### src/rtl/swerv_types.sv
// swerv_types: shared branch predictor packet types for the execute and predict pipes
package swerv_types;
    localparam int BP_IDX_W = 8;
    typedef struct packed {
        logic                valid;
        logic                taken;
        logic [1:0]          hist;
        logic [BP_IDX_W-1:0] index;
        logic                way;
    } predict_pkt_t;
    typedef struct packed {
        logic                misp;
        logic                ataken;
        logic [1:0]          hist;
        logic [BP_IDX_W-1:0] index;
        logic                way;
    } bp_upd_pkt_t;
endpackage

### src/rtl/exu_bp_upd_fifo.sv
// exu_bp_upd_fifo: circular FIFO storage with pointers, occupancy and zeroed output when empty
module exu_bp_upd_fifo #(
    parameter int DEPTH = 4,
    parameter int W     = 13
) (
    input  logic         clk,
    input  logic         rst,
    input  logic         push,
    input  logic         pop,
    input  logic [W-1:0] din,
    output logic [W-1:0] dout,
    output logic         full,
    output logic         empty
);
    localparam int PW = (DEPTH > 1) ? $clog2(DEPTH) : 1;
    logic [W-1:0]  mem [DEPTH];
    logic [PW-1:0] wr_ptr, rd_ptr;
    logic [PW:0]   occ;
    logic          do_push, do_pop;
    always_comb begin
        do_pop  = pop & ~empty;
        do_push = push & (~full | do_pop);
    end
    assign full  = occ == (PW+1)'(DEPTH);
    assign empty = occ == '0;
    assign dout  = empty ? '0 : mem[rd_ptr];
    always_ff @(posedge clk) begin
        if (rst) begin
            wr_ptr <= '0;
            rd_ptr <= '0;
            occ    <= '0;
        end else begin
            if (do_push) wr_ptr <= wr_ptr + 1'b1;
            if (do_pop) rd_ptr <= rd_ptr + 1'b1;
            occ <= occ + (PW+1)'(do_push) - (PW+1)'(do_pop);
        end
    end
    always_ff @(posedge clk) begin
        if (do_push & ~rst) mem[wr_ptr] <= din;
    end
endmodule

### src/rtl/exu_bp_upd_queue.sv
// exu_bp_upd_queue: buffers resolved-branch predictor updates and counts accepted, mispredicted and dropped resolutions
module exu_bp_upd_queue
    import swerv_types::*;
#(
    parameter int DEPTH = 4,
    parameter int IDX_W = BP_IDX_W
) (
    input  logic             clk,
    input  logic             rst,
    input  logic             res_valid,
    input  logic             res_misp,
    input  logic             res_ataken,
    input  logic [1:0]       res_hist,
    input  logic [IDX_W-1:0] res_index,
    input  logic             res_way,
    input  logic             flush,
    input  logic             freeze,
    input  logic             upd_ready,
    output logic             upd_valid,
    output bp_upd_pkt_t      upd_pkt,
    output logic             q_full,
    output logic             q_empty,
    output logic [31:0]      cnt_resolved,
    output logic [31:0]      cnt_misp,
    output logic [15:0]      cnt_drop
);
    localparam int W = $bits(bp_upd_pkt_t);
    logic         push, pop, accept, drop;
    bp_upd_pkt_t  in_pkt;
    logic [W-1:0] head;
    always_comb begin
        push   = res_valid & ~flush & ~freeze;
        pop    = upd_valid & upd_ready;
        accept = push & (~q_full | pop);
        drop   = push & q_full & ~pop;
        in_pkt = '{misp: res_misp, ataken: res_ataken, hist: res_hist, index: res_index, way: res_way};
    end
    exu_bp_upd_fifo #(.DEPTH(DEPTH), .W(W)) u_fifo (
        .clk   (clk),
        .rst   (rst),
        .push  (push),
        .pop   (pop),
        .din   (in_pkt),
        .dout  (head),
        .full  (q_full),
        .empty (q_empty)
    );
    assign upd_valid = ~q_empty;
    assign upd_pkt   = bp_upd_pkt_t'(head);
    always_ff @(posedge clk) begin
        if (rst) begin
            cnt_resolved <= '0;
            cnt_misp     <= '0;
            cnt_drop     <= '0;
        end else begin
            cnt_resolved <= cnt_resolved + 32'(accept);
            cnt_misp     <= cnt_misp + 32'(accept & res_misp);
            cnt_drop     <= cnt_drop + 16'(drop & ~&cnt_drop);
        end
    end
endmodule

### config.mk
export PLATFORM = sky130hd
export DESIGN_NAME = exu_bp_upd_queue
export DESIGN_NICKNAME = d
export VERILOG_FILES = /design/src/rtl/swerv_types.sv /design/src/rtl/exu_bp_upd_fifo.sv /design/src/rtl/exu_bp_upd_queue.sv
export SDC_FILE = /design/constraint.sdc
export NUM_CORES = 1
export LEC_CHECK = 0
export ABC_CLOCK_PERIOD_IN_PS = 3600
export CORE_MARGIN = 5
export CORE_UTILIZATION = 35
export CTS_CLUSTER_SIZE = 30
export DETAILED_ROUTE_END_ITERATION = 12
export MAX_ROUTING_LAYER = met4
export PLACE_DENSITY = 0.62
export SETUP_SLACK_MARGIN = 0.4
export SLEW_MARGIN = 5
export SYNTH_ARGS = -nofsm -noshare
export SYNTH_HDL_FRONTEND = slang
export SYNTH_HIERARCHICAL = 1
export SYNTH_SLANG_ARGS = --single-unit
### constraint.sdc
create_clock -name clk -period 3.6 [get_ports clk]
set_input_delay 0.36 -clock clk [delete_from_list [all_inputs] [get_ports clk]]
set_output_delay 0.36 -clock clk [all_outputs]
set_load 0.005 [all_outputs]
==> impl_metrics.yaml, run 1 <==
clocking:
  post-cts-setup-buffers: 0
  max-clock-path-buffers: 2
  cts_sinks: 141
  cts_tree: "yes"
  path_clk_slew_ns: 0.06
  cts-htree-levels: 4
  clk_latency_ns: 0.42
  cts_hold_buf: 0
  cts_resized: 0
  cts_made_buffers: 17
  root_buffer: "clkbuf_16"
sta:
  post-route-period-util_pct: 79.8
  slew_headroom_pct: 55.0
  tns_ns: 0
  maxSlewViolCount: 0
  setup_ws_ns: 0.729
  clock_skew_ns: 0.0116
  setup_viol: 0
  grt_setup_unrepaired: "false"
  max_freq_mhz: 348
  worst_slew_pin_slew_ns: 0.675
  finalCriticalPeriod_ns: 2.87
  final_hold_viol_count: 0
drt:
  first_pass_iters: 4
  via_per_inst: 4.82
  totalWireLength_mm: 13.7
  drc: 0
  ant_nets: 0
  wl_per_cell_um: 15.3
  drt_iter0_markers: 169
  vias: 4326
final_layout:
  area_delta_synth_final_pct: 33.8
  diodes: 0
  nNetsFinal: 692
  drive_gt1_share_pct: 11.5
  utilization_pct: 47.2
  layout.cells.non_filler: 897
worst_hold_path:
  holdPathStages: 2
  min_from: "rst"
  holdPathEnd: "u_fifo/rd_ptr[0]$_SDFFE_PP0N_"
  hold_path.class: "input port to flip-flop"
worst_setup_path:
  worstPathCellList: "nor3_1 > inv_1 > nand2_1 > inv_1 > o21ai_1 > mux2i_1 > ha_1 > fa_1 > xnor2_1 > xnor2_1 > nor2_1"
  cp_data_arrival_time_ns: 3.15
  rr_worst_depth: 11
  reg2reg_slack_ns: 0.73
  cp-end-kind: "flip-flop"
  crit_path_start_kind: "flip-flop"
  r2r-start: "u_fifo/occ[1]$_SDFF_PP0_"
  crit_fanout: 5
  cp_num_buf_inv: 2
  crit_path_max_incr_delay_ns: 0.44
  crit_family: "adder cells"
  critPathKind: "flip-flop to flip-flop"
  worstReg2RegEnd: "u_fifo/occ[2]$_SDFF_PP0_"
  cpMaxStageDelayCell: "o21ai_1"
  cp.required_ns: 3.88
synth:
  synth_flop_cell: "dfxtp_1"
  ys_seq_area_share_pct: 55.6
  syn_area_per_cell_sq_um: 11.3
  yosys_warnings: 6
  synth_edf_count: 52
  syn_inst: 530
  syn-cell-area_sq_mm: 0.00601
  synth.distinct_cells: 46
  syn-num-nets: 563
  ys_seq_elements: 141
  async_reset_ff_share_pct: 0
grt:
  grt_max_degree: 66
  first_global_vias: 4477
  grt-ovfl-total: 0
  grt_pass1_wl_mm: 22.8
  grt_usage_pct: 14.8
  antenna_found_initial: 1
place:
  dp.cells: 865
  dp_slack_ns: 0.438
  hpwl_mm: 9.65
  gp_congestion: 0.805
  port_buffers: 114
die:
  die_area_sq_mm: 0.0199
  die_x_um: 141
  pin_count: 115
  core-area_sq_mm: 0.0171
  die-height_um: 141
  start_util_pct: 35.2
  rows: 48
job:
  max_cap_viol_count: 0
pwr:
  p_leak_nw: 2.78
  vdd_drop_max_mv: 0.320
  power_density_mw_per_mm2: 490
run_status:
  status: "complete, no violations"
final cells by class:
type,instances,area (sq um)
Timing Repair Buffer,127,1230
Clock inverter,8,104
Sequential cell,141,3340
Inverter,12,45.0
Fill cell,1585,9010
Multi-Input combinational cell,360,2540
Clock buffer,24,493
Tap cell,225,282
worst reg2reg max path: stages, from the launching register on:
cell and delay [ns]:
dfxtp_1 0.35, nor3_1 0.39, inv_1 0.12, nand2_1 0.16, inv_1 0.11, o21ai_1 0.44, mux2i_1 0.18, ha_1 0.24
fa_1 0.38, xnor2_1 0.17, xnor2_1 0.14, nor2_1 0.05
through the flow:
step / hold WS, ns / total power [mW] / cell area, sq um
after floorplan: 0.459 / 1.97 / 6010
after global placement: 0.468 / 2.23 / 7450
after detailed placement: 0.490 / 2.24 / 7450
after CTS: 0.410 / 3.99 / 8040
after global routing: 0.441 / 4.11 / 8040
final: 0.425 / 3.94 / 8040
Yosys cell counts, drive strengths merged, types with 5 or more instances:
cell type / n / share of area [%]
dfxtp: 89 / 30
and4: 7 / 1.0
nor3b: 5 / 0.62
or3: 9 / 0.94
nor4: 5 / 0.87
nor3: 15 / 1.8
buf: 5 / 0.73
nor2: 78 / 4.9
nand3: 35 / 2.9
and3: 12 / 1.3
o21ai: 9 / 0.75
xor2: 44 / 6.4
nor2b: 21 / 2.2
a21oi: 9 / 0.75
edfxtp: 52 / 26
nand2: 23 / 1.4
xnor2: 25 / 3.6
nand4: 20 / 2.3
clkbuf: 12 / 0.92
inv: 12 / 0.75
ha: 13 / 2.7
mux4: 13 / 4.9
power breakdown:
part / internal [mW] / switching, mW / leakage (nW)
Sequential: 1.68 / 0.0203 / 1.19
Combinational: 0.277 / 0.218 / 1.30
Clock: 1.10 / 0.643 / 0.295
metal layers:
layer  track usage (%)  vias up  wire length, um  share of wire, %
li1                  -     2124                -                 -
met4              3.77        0              133              0.97
met5                 -        -                0                 0
met2              22.6      119             6320                46
met3              5.83       14              930               6.8
met1              18.5     2069             6330                46
kinds of logic after synthesis:
family                     after synthesis  share of synthesized area [%]
xor gates and xnor gates                69                           10.1
adders and majority gates               14                           3.04
muxes                                   16                           5.45
and+or+nand+nor                        238                           21.2
buffers and inverters                   29                           2.39
DFF                                    141                           55.6
AOI/OAI and AO/OA                       23                           2.23
worst max-delay path by stage:
| stage | startpoint | to | slack (ns) | cells after the start |
|---|---|---|---|---|
| after floorplan | freeze | cnt_resolved[30]$_SDFF_PP0_ | 0.81 | 9 |
| after global placement | res_valid | cnt_resolved[30]$_SDFF_PP0_ | 0.48 | 11 |
| after detailed placement | res_valid | cnt_misp[28]$_SDFF_PP0_ | 0.44 | 12 |
| after CTS | u_fifo/occ[1]$_SDFF_PP0_ | u_fifo/occ[2]$_SDFF_PP0_ | 0.78 | 11 |
| after global routing | u_fifo/occ[1]$_SDFF_PP0_ | u_fifo/occ[2]$_SDFF_PP0_ | 0.48 | 11 |
| final | u_fifo/occ[1]$_SDFF_PP0_ | u_fifo/occ[2]$_SDFF_PP0_ | 0.73 | 11 |
state kept, by name, summed over array words and instances (netlist names), named ones only:
name	cells
u_fifo/rd_ptr	2
u_fifo/mem	52
cnt_drop	16
u_fifo/wr_ptr	2
cnt_misp	32
u_fifo/occ	3
cnt_resolved	32
cells in the final DEF (no fill, tap or decap), types with 4 or more instances in the layout:
master           netlist  layout
nand4_1               18      18
nand3_1               35      35
nor3_1                10      10
mux4_2                13      13
clkbuf_8               1       4
nor2_1                78      78
o21ai_0                8       8
xor2_1                44      44
clkbuf_16              0      17
nor3_2                 4       4
xnor2_1               25      25
nor2b_1               21      21
and4_1                 7       7
ha_1                  13      13
edfxtp_1              52      52
and3_1                11      11
inv_1                 12      12
nand2_1               23      23
clkdlybuf4s50_1        0     113
nor3b_2                0       4
or3_1                  9       9
buf_4                  1      13
dfxtp_1               89      89
a21oi_1                9       9
No activity file was read; power rests on OpenSTA's default activity.
==> inputs of run 2 (changes only) <==
- ABC_CLOCK_PERIOD_IN_PS: 3600 -> 2310
- PLACE_DENSITY: 0.62 -> 0.64
- clock period: 3.6 -> 2.31 ns (I/O delays scaled with it)
==> impl_metrics.yaml, run 2 (synthesized netlist as in run 1, its figures left out) <==
run_status:
  status: "complete, no violations"
clocking:
  cts_sinks: 141
  path_clk_slew_ns: 0.06
  cts_made_buffers: 17
  max-clock-path-buffers: 2
  cts-htree-levels: 4
  cts_tree: "yes"
  root_buffer: "clkbuf_16"
  clk_latency_ns: 0.43
worst_hold_path:
  hold_path.class: "input port to flip-flop"
sta:
  setup_viol: 0
  max_freq_mhz: 448
  worst_slew_pin_slew_ns: 0.562
  post-route-period-util_pct: 96.7
  maxSlewViolCount: 0
  clock_skew_ns: 0.0125
  finalCriticalPeriod_ns: 2.23
  setup_ws_ns: 0.0762
  slew_headroom_pct: 62.2
  grt_setup_unrepaired: "true"
  final_hold_viol_count: 0
drt:
  wl_per_cell_um: 16.0
  totalWireLength_mm: 15.1
  vias: 4583
  drt_iter0_markers: 276
  ant_nets: 0
  first_pass_iters: 4
  drc: 0
  via_per_inst: 4.84
final_layout:
  diodes: 0
  layout_common_cells: "clkdlybuf4s50_1, dfxtp_1, nor2_1"
  largest_register_ffs: 52
  utilization_pct: 54.7
  layout_commonest_cell: "clkdlybuf4s50_1"
  top_register: "u_fifo/mem"
  area_delta_synth_final_pct: 55.2
  drive_gt1_share_pct: 33.3
  nNetsFinal: 741
  top_regs: "u_fifo/mem (52), cnt_misp (32), cnt_resolved (32)"
pwr:
  power_density_mw_per_mm2: 696
  p_leak_nw: 3.46
  vdd_drop_max_mv: 0.530
worst_setup_path:
  critPathKind: "flip-flop to flip-flop"
  cp_num_buf_inv: 1
  crit_family: "adder cells"
  cp_data_arrival_time_ns: 2.52
  crit_path_start_kind: "flip-flop"
  worstPathCellList: "or3b_4 > buf_4 > o21ai_4 > mux2i_1 > ha_2 > fa_2 > xnor2_2 > xnor2_1 > nor2_1"
  crit_path_max_incr_delay_ns: 0.42
  cp.required_ns: 2.60
  cpMaxStageDelayCell: "or3b_4"
  cp-end-kind: "flip-flop"
  crit_fanout: 4
job:
  max_cap_viol_count: 0
place:
  gp_congestion: 0.871
  hpwl_mm: 10.1
  port_buffers: 114
  dp_slack_ns: -0.346
grt:
  grt-ovfl-total: 0
  antenna_found_initial: 0
  first_global_vias: 4784
  grt_usage_pct: 16.0
  grt_pass1_wl_mm: 24.4
  grt_max_degree: 47
die:
  rows: 48
  die_x_um: 141
  pin_count: 115
  die_area_sq_mm: 0.0199
  core-area_sq_mm: 0.0171
  start_util_pct: 35.2
  die-height_um: 141
## run 2: tightest hold or removal path, stage by stage
cell and delay (ns):
buf_2 0.16, nor2_1 0.10, mux2_4 0.14
## run 2: per-stage QoR
| step | setup TNS (ns) | power (mW) | cell area [sq um] | instances | hold slack (ns) |
|---|---|---|---|---|---|
| floorplan | 0 | 3.18 | 6310 | 530 | 0.330 |
| global placement | -8.07 | 3.61 | 7930 | 885 | 0.468 |
| detailed placement | -10.74 | 3.63 | 7930 | 885 | 0.493 |
| global route | -0.0156 | 6.77 | 9330 | 946 | 0.258 |
| finish | 0 | 6.50 | 9330 | 946 | 0.248 |
| CTS | 0 | 6.47 | 8960 | 941 | 0.232 |
## run 2: layout make-up
class | instances | area (sq um)
inverter | 12 | 52.6
timing repair buffer | 176 | 1780
fill | 1455 | 7730
multi-input combinational | 360 | 3250
clock buffer | 17 | 425
sequential | 141 | 3370
clock inverter | 15 | 169
tap | 225 | 282
## run 2: what timing repair did
item,CTS,global route
hold buffers,0,0
pin swaps,32,21
setup buffers,23,5
hold endpoints to repair,0,0
endpoints found under the setup margin,84,92
gates cloned,1,0
resized for setup,108,71
## run 2: report_power, final
group	total, mW	switching (mW)	internal, mW
combinational	1.11	0.510	0.602
sequential	2.67	0.0456	2.62
clock	2.72	1.17	1.54
total	6.50	1.73	4.77
## run 2: layer usage
layer,share of wire (%),up-vias,track usage (%)
met1,42,2233,18.4
met4,1.6,0,5.46
li1,-,2228,-
met2,52,101,26.6
met5,0,-,-
met3,5.2,21,4.85
## run 2: worst paths after layout
check,cells past startpoint,endpoint,from,slack [ns]
worst min register to register,2,flip-flop,u_fifo/rd_ptr[1]$_SDFFE_PP0N_,0.50
worst max-delay path,9,u_fifo/occ[2]$_SDFF_PP0_,u_fifo/occ[0]$_SDFF_PP0_,0.08
worst max register to register,9,u_fifo/occ[2]$_SDFF_PP0_,u_fifo/occ[0]$_SDFF_PP0_,0.08
worst min-delay path,3,u_fifo/wr_ptr[0]$_SDFFE_PP0P_,rst,0.25
==> inputs of run 3 (changes only) <==
--- a/config.mk
+++ b/config.mk
@@ -14,5 +14,4 @@
 export PLACE_DENSITY = 0.64
 export SETUP_SLACK_MARGIN = 0.4
-export SLEW_MARGIN = 5
 export SYNTH_ARGS = -nofsm -noshare
 export SYNTH_HDL_FRONTEND = slang
==> constraint.sdc (replaced) <==
create_clock -name clk -period 2.31 [get_ports clk]
set_input_delay 0.462 -clock clk [delete_from_list [all_inputs] [get_ports clk]]
set_output_delay 0.462 -clock clk [all_outputs]
set_load 0.005 [all_outputs]
==> impl_metrics.yaml, run 3 (synthesized netlist as in run 1, its figures left out) <==
clocking:
  cts-htree-levels: 4
  cts_sinks: 141
  path_clk_slew_ns: 0.06
  max-clock-path-buffers: 2
  clk_latency_ns: 0.42
  cts_hold_buf: 0
  root_buffer: "clkbuf_16"
  cts_made_buffers: 17
  cts_tree: "yes"
sta:
  grt_setup_unrepaired: "true"
  setup_viol: 0
  worst_slew_pin_slew_ns: 0.654
  post-route-period-util_pct: 98.6
  max_freq_mhz: 439
  slew_headroom_pct: 56.4
  clock_skew_ns: 0.00675
  setup_ws_ns: 0.0319
  finalCriticalPeriod_ns: 2.28
  maxSlewViolCount: 0
  final_hold_viol_count: 0
grt:
  grt_max_degree: 56
  first_global_vias: 4785
  grt_usage_pct: 15.9
  antenna_found_initial: 0
  grt_pass1_wl_mm: 24.5
  grt-ovfl-total: 0
die:
  pin_count: 115
  die_x_um: 141
  die_area_sq_mm: 0.0199
  die-height_um: 141
  rows: 48
  start_util_pct: 35.2
  core-area_sq_mm: 0.0171
worst_setup_path:
  r2r-start: "u_fifo/occ[1]$_SDFF_PP0_"
  cp_data_arrival_time_ns: 2.63
  reg2reg_slack_ns: 0.03
  cp-end-kind: "flip-flop"
  critPathKind: "flip-flop to flip-flop"
  rr_worst_depth: 10
  worstReg2RegEnd: "cnt_drop[9]$_SDFF_PP0_"
  crit_fanout: 4
  crit_path_start_kind: "flip-flop"
  cp.required_ns: 2.67
drt:
  totalWireLength_mm: 15.2
  wl_per_cell_um: 15.9
  drt_iter0_markers: 231
  via_per_inst: 4.84
  drc: 0
  vias: 4650
  ant_nets: 0
  first_pass_iters: 4
place:
  port_buffers: 114
  dp_slack_ns: -0.578
  gp_congestion: 0.840
  hpwl_mm: 9.93
worst_hold_path:
  holdPathEnd: "cnt_drop[14]$_SDFF_PP0_"
  hold_path.class: "input port to flip-flop"
  holdPathStages: 2
  min_from: "rst"
final_layout:
  utilization_pct: 55.9
  diodes: 0
  layout_common_cells: "clkdlybuf4s50_1, nor2_1, dfxtp_1, edfxtp_1, xor2_1"
  drive_gt1_share_pct: 39.7
  top_register: "u_fifo/mem"
  largest_register_ffs: 52
  area_delta_synth_final_pct: 58.6
  layout_commonest_cell: "clkdlybuf4s50_1"
  top_regs: "u_fifo/mem (52), cnt_misp (32), cnt_resolved (32)"
  nNetsFinal: 755
pwr:
  vdd_drop_max_mv: 0.701
  p_leak_nw: 3.53
  power_density_mw_per_mm2: 688
run_status:
  status: "complete, no violations"
job:
  max_cap_viol_count: 0
run 3: cell count changes in the layout (fill, tap and decap cells not counted), sizes merged, moves of 2 or more:
| cell | delta |
|---|---|
| clkinv | +2 |
| buf | +17 |
| clkdlybuf4s50 | -9 |
| inv | -2 |
| dlymetal6s2s | +4 |
| dlygate4sd2 | +3 |
run 3: worst max path at each step:
stage,cells past startpoint,startpoint,end,slack [ns]
2_1_floorplan,9,flush,cnt_resolved[30]$_SDFF_PP0_,-0.07
3_3_place_gp,12,flush,cnt_misp[28]$_SDFF_PP0_,-0.51
3_5_place_dp,12,flush,cnt_misp[28]$_SDFF_PP0_,-0.58
4_1_cts,4,flip-flop,upd_pkt[7],0.09
5_1_grt,10,u_fifo/occ[1]$_SDFF_PP0_,cnt_drop[9]$_SDFF_PP0_,-0.06
6_report,10,u_fifo/occ[1]$_SDFF_PP0_,cnt_drop[9]$_SDFF_PP0_,0.03
run 3: critical path: stages (launching register included):
cell and delay (ns):
dfxtp_4 0.36, nor3_4 0.30, inv_4 0.07, nand2_4 0.10, buf_6 0.12, nand3_4 0.07, a31oi_4 0.20, ha_4 0.19
nand4_1 0.24, or3_1 0.44, a21oi_2 0.13
run 3: per-stage QoR:
step	cells	hold slack, ns	TNS (ns)	cell area (sq um)	power, mW
6_report	960	0.486	0	9530	6.56
4_1_cts	943	0.466	0	9040	6.47
5_1_grt	960	0.497	-0.152	9530	6.86
3_3_place_gp	893	0.469	-21.87	8010	3.71
3_5_place_dp	893	0.488	-25.40	8010	3.72
2_1_floorplan	530	0.459	-0.302	6310	3.20
run 3: power breakdown:
group	internal [mW]	switching [mW]	total [mW]
Sequential	2.62	0.0443	2.66
Clock	1.41	1.14	2.55
Combinational	0.765	0.573	1.34
run 3: what timing repair did:
| action | 4_1_cts | 5_1_grt |
|---|---|---|
| pin swaps | 38 | 57 |
| buffers inserted | 16 | 17 |
| gates cloned | 2 | 0 |
| setup endpoints to repair | 98 | 110 |
| gates resized for setup | 159 | 96 |
| endpoints found under the hold margin | 0 | 0 |
run 3: final cells by class:
class	count	area [sq um]
inverters	12	55.1
well taps	225	282
clock inverters	15	129
flip-flops and latches	141	3400
multi-input cells	360	3310
fillers	1407	7520
repair buffers	190	1920
clock buffers	17	425
run 3: layer usage:
metal / vias up / track usage, % / share of wire, %
met5: - / - / 0
met4: 0 / 4.18 / 0.72
met3: 12 / 5.05 / 4.7
met2: 112 / 26.7 / 51
met1: 2273 / 18.6 / 43
li1: 2253 / - / -
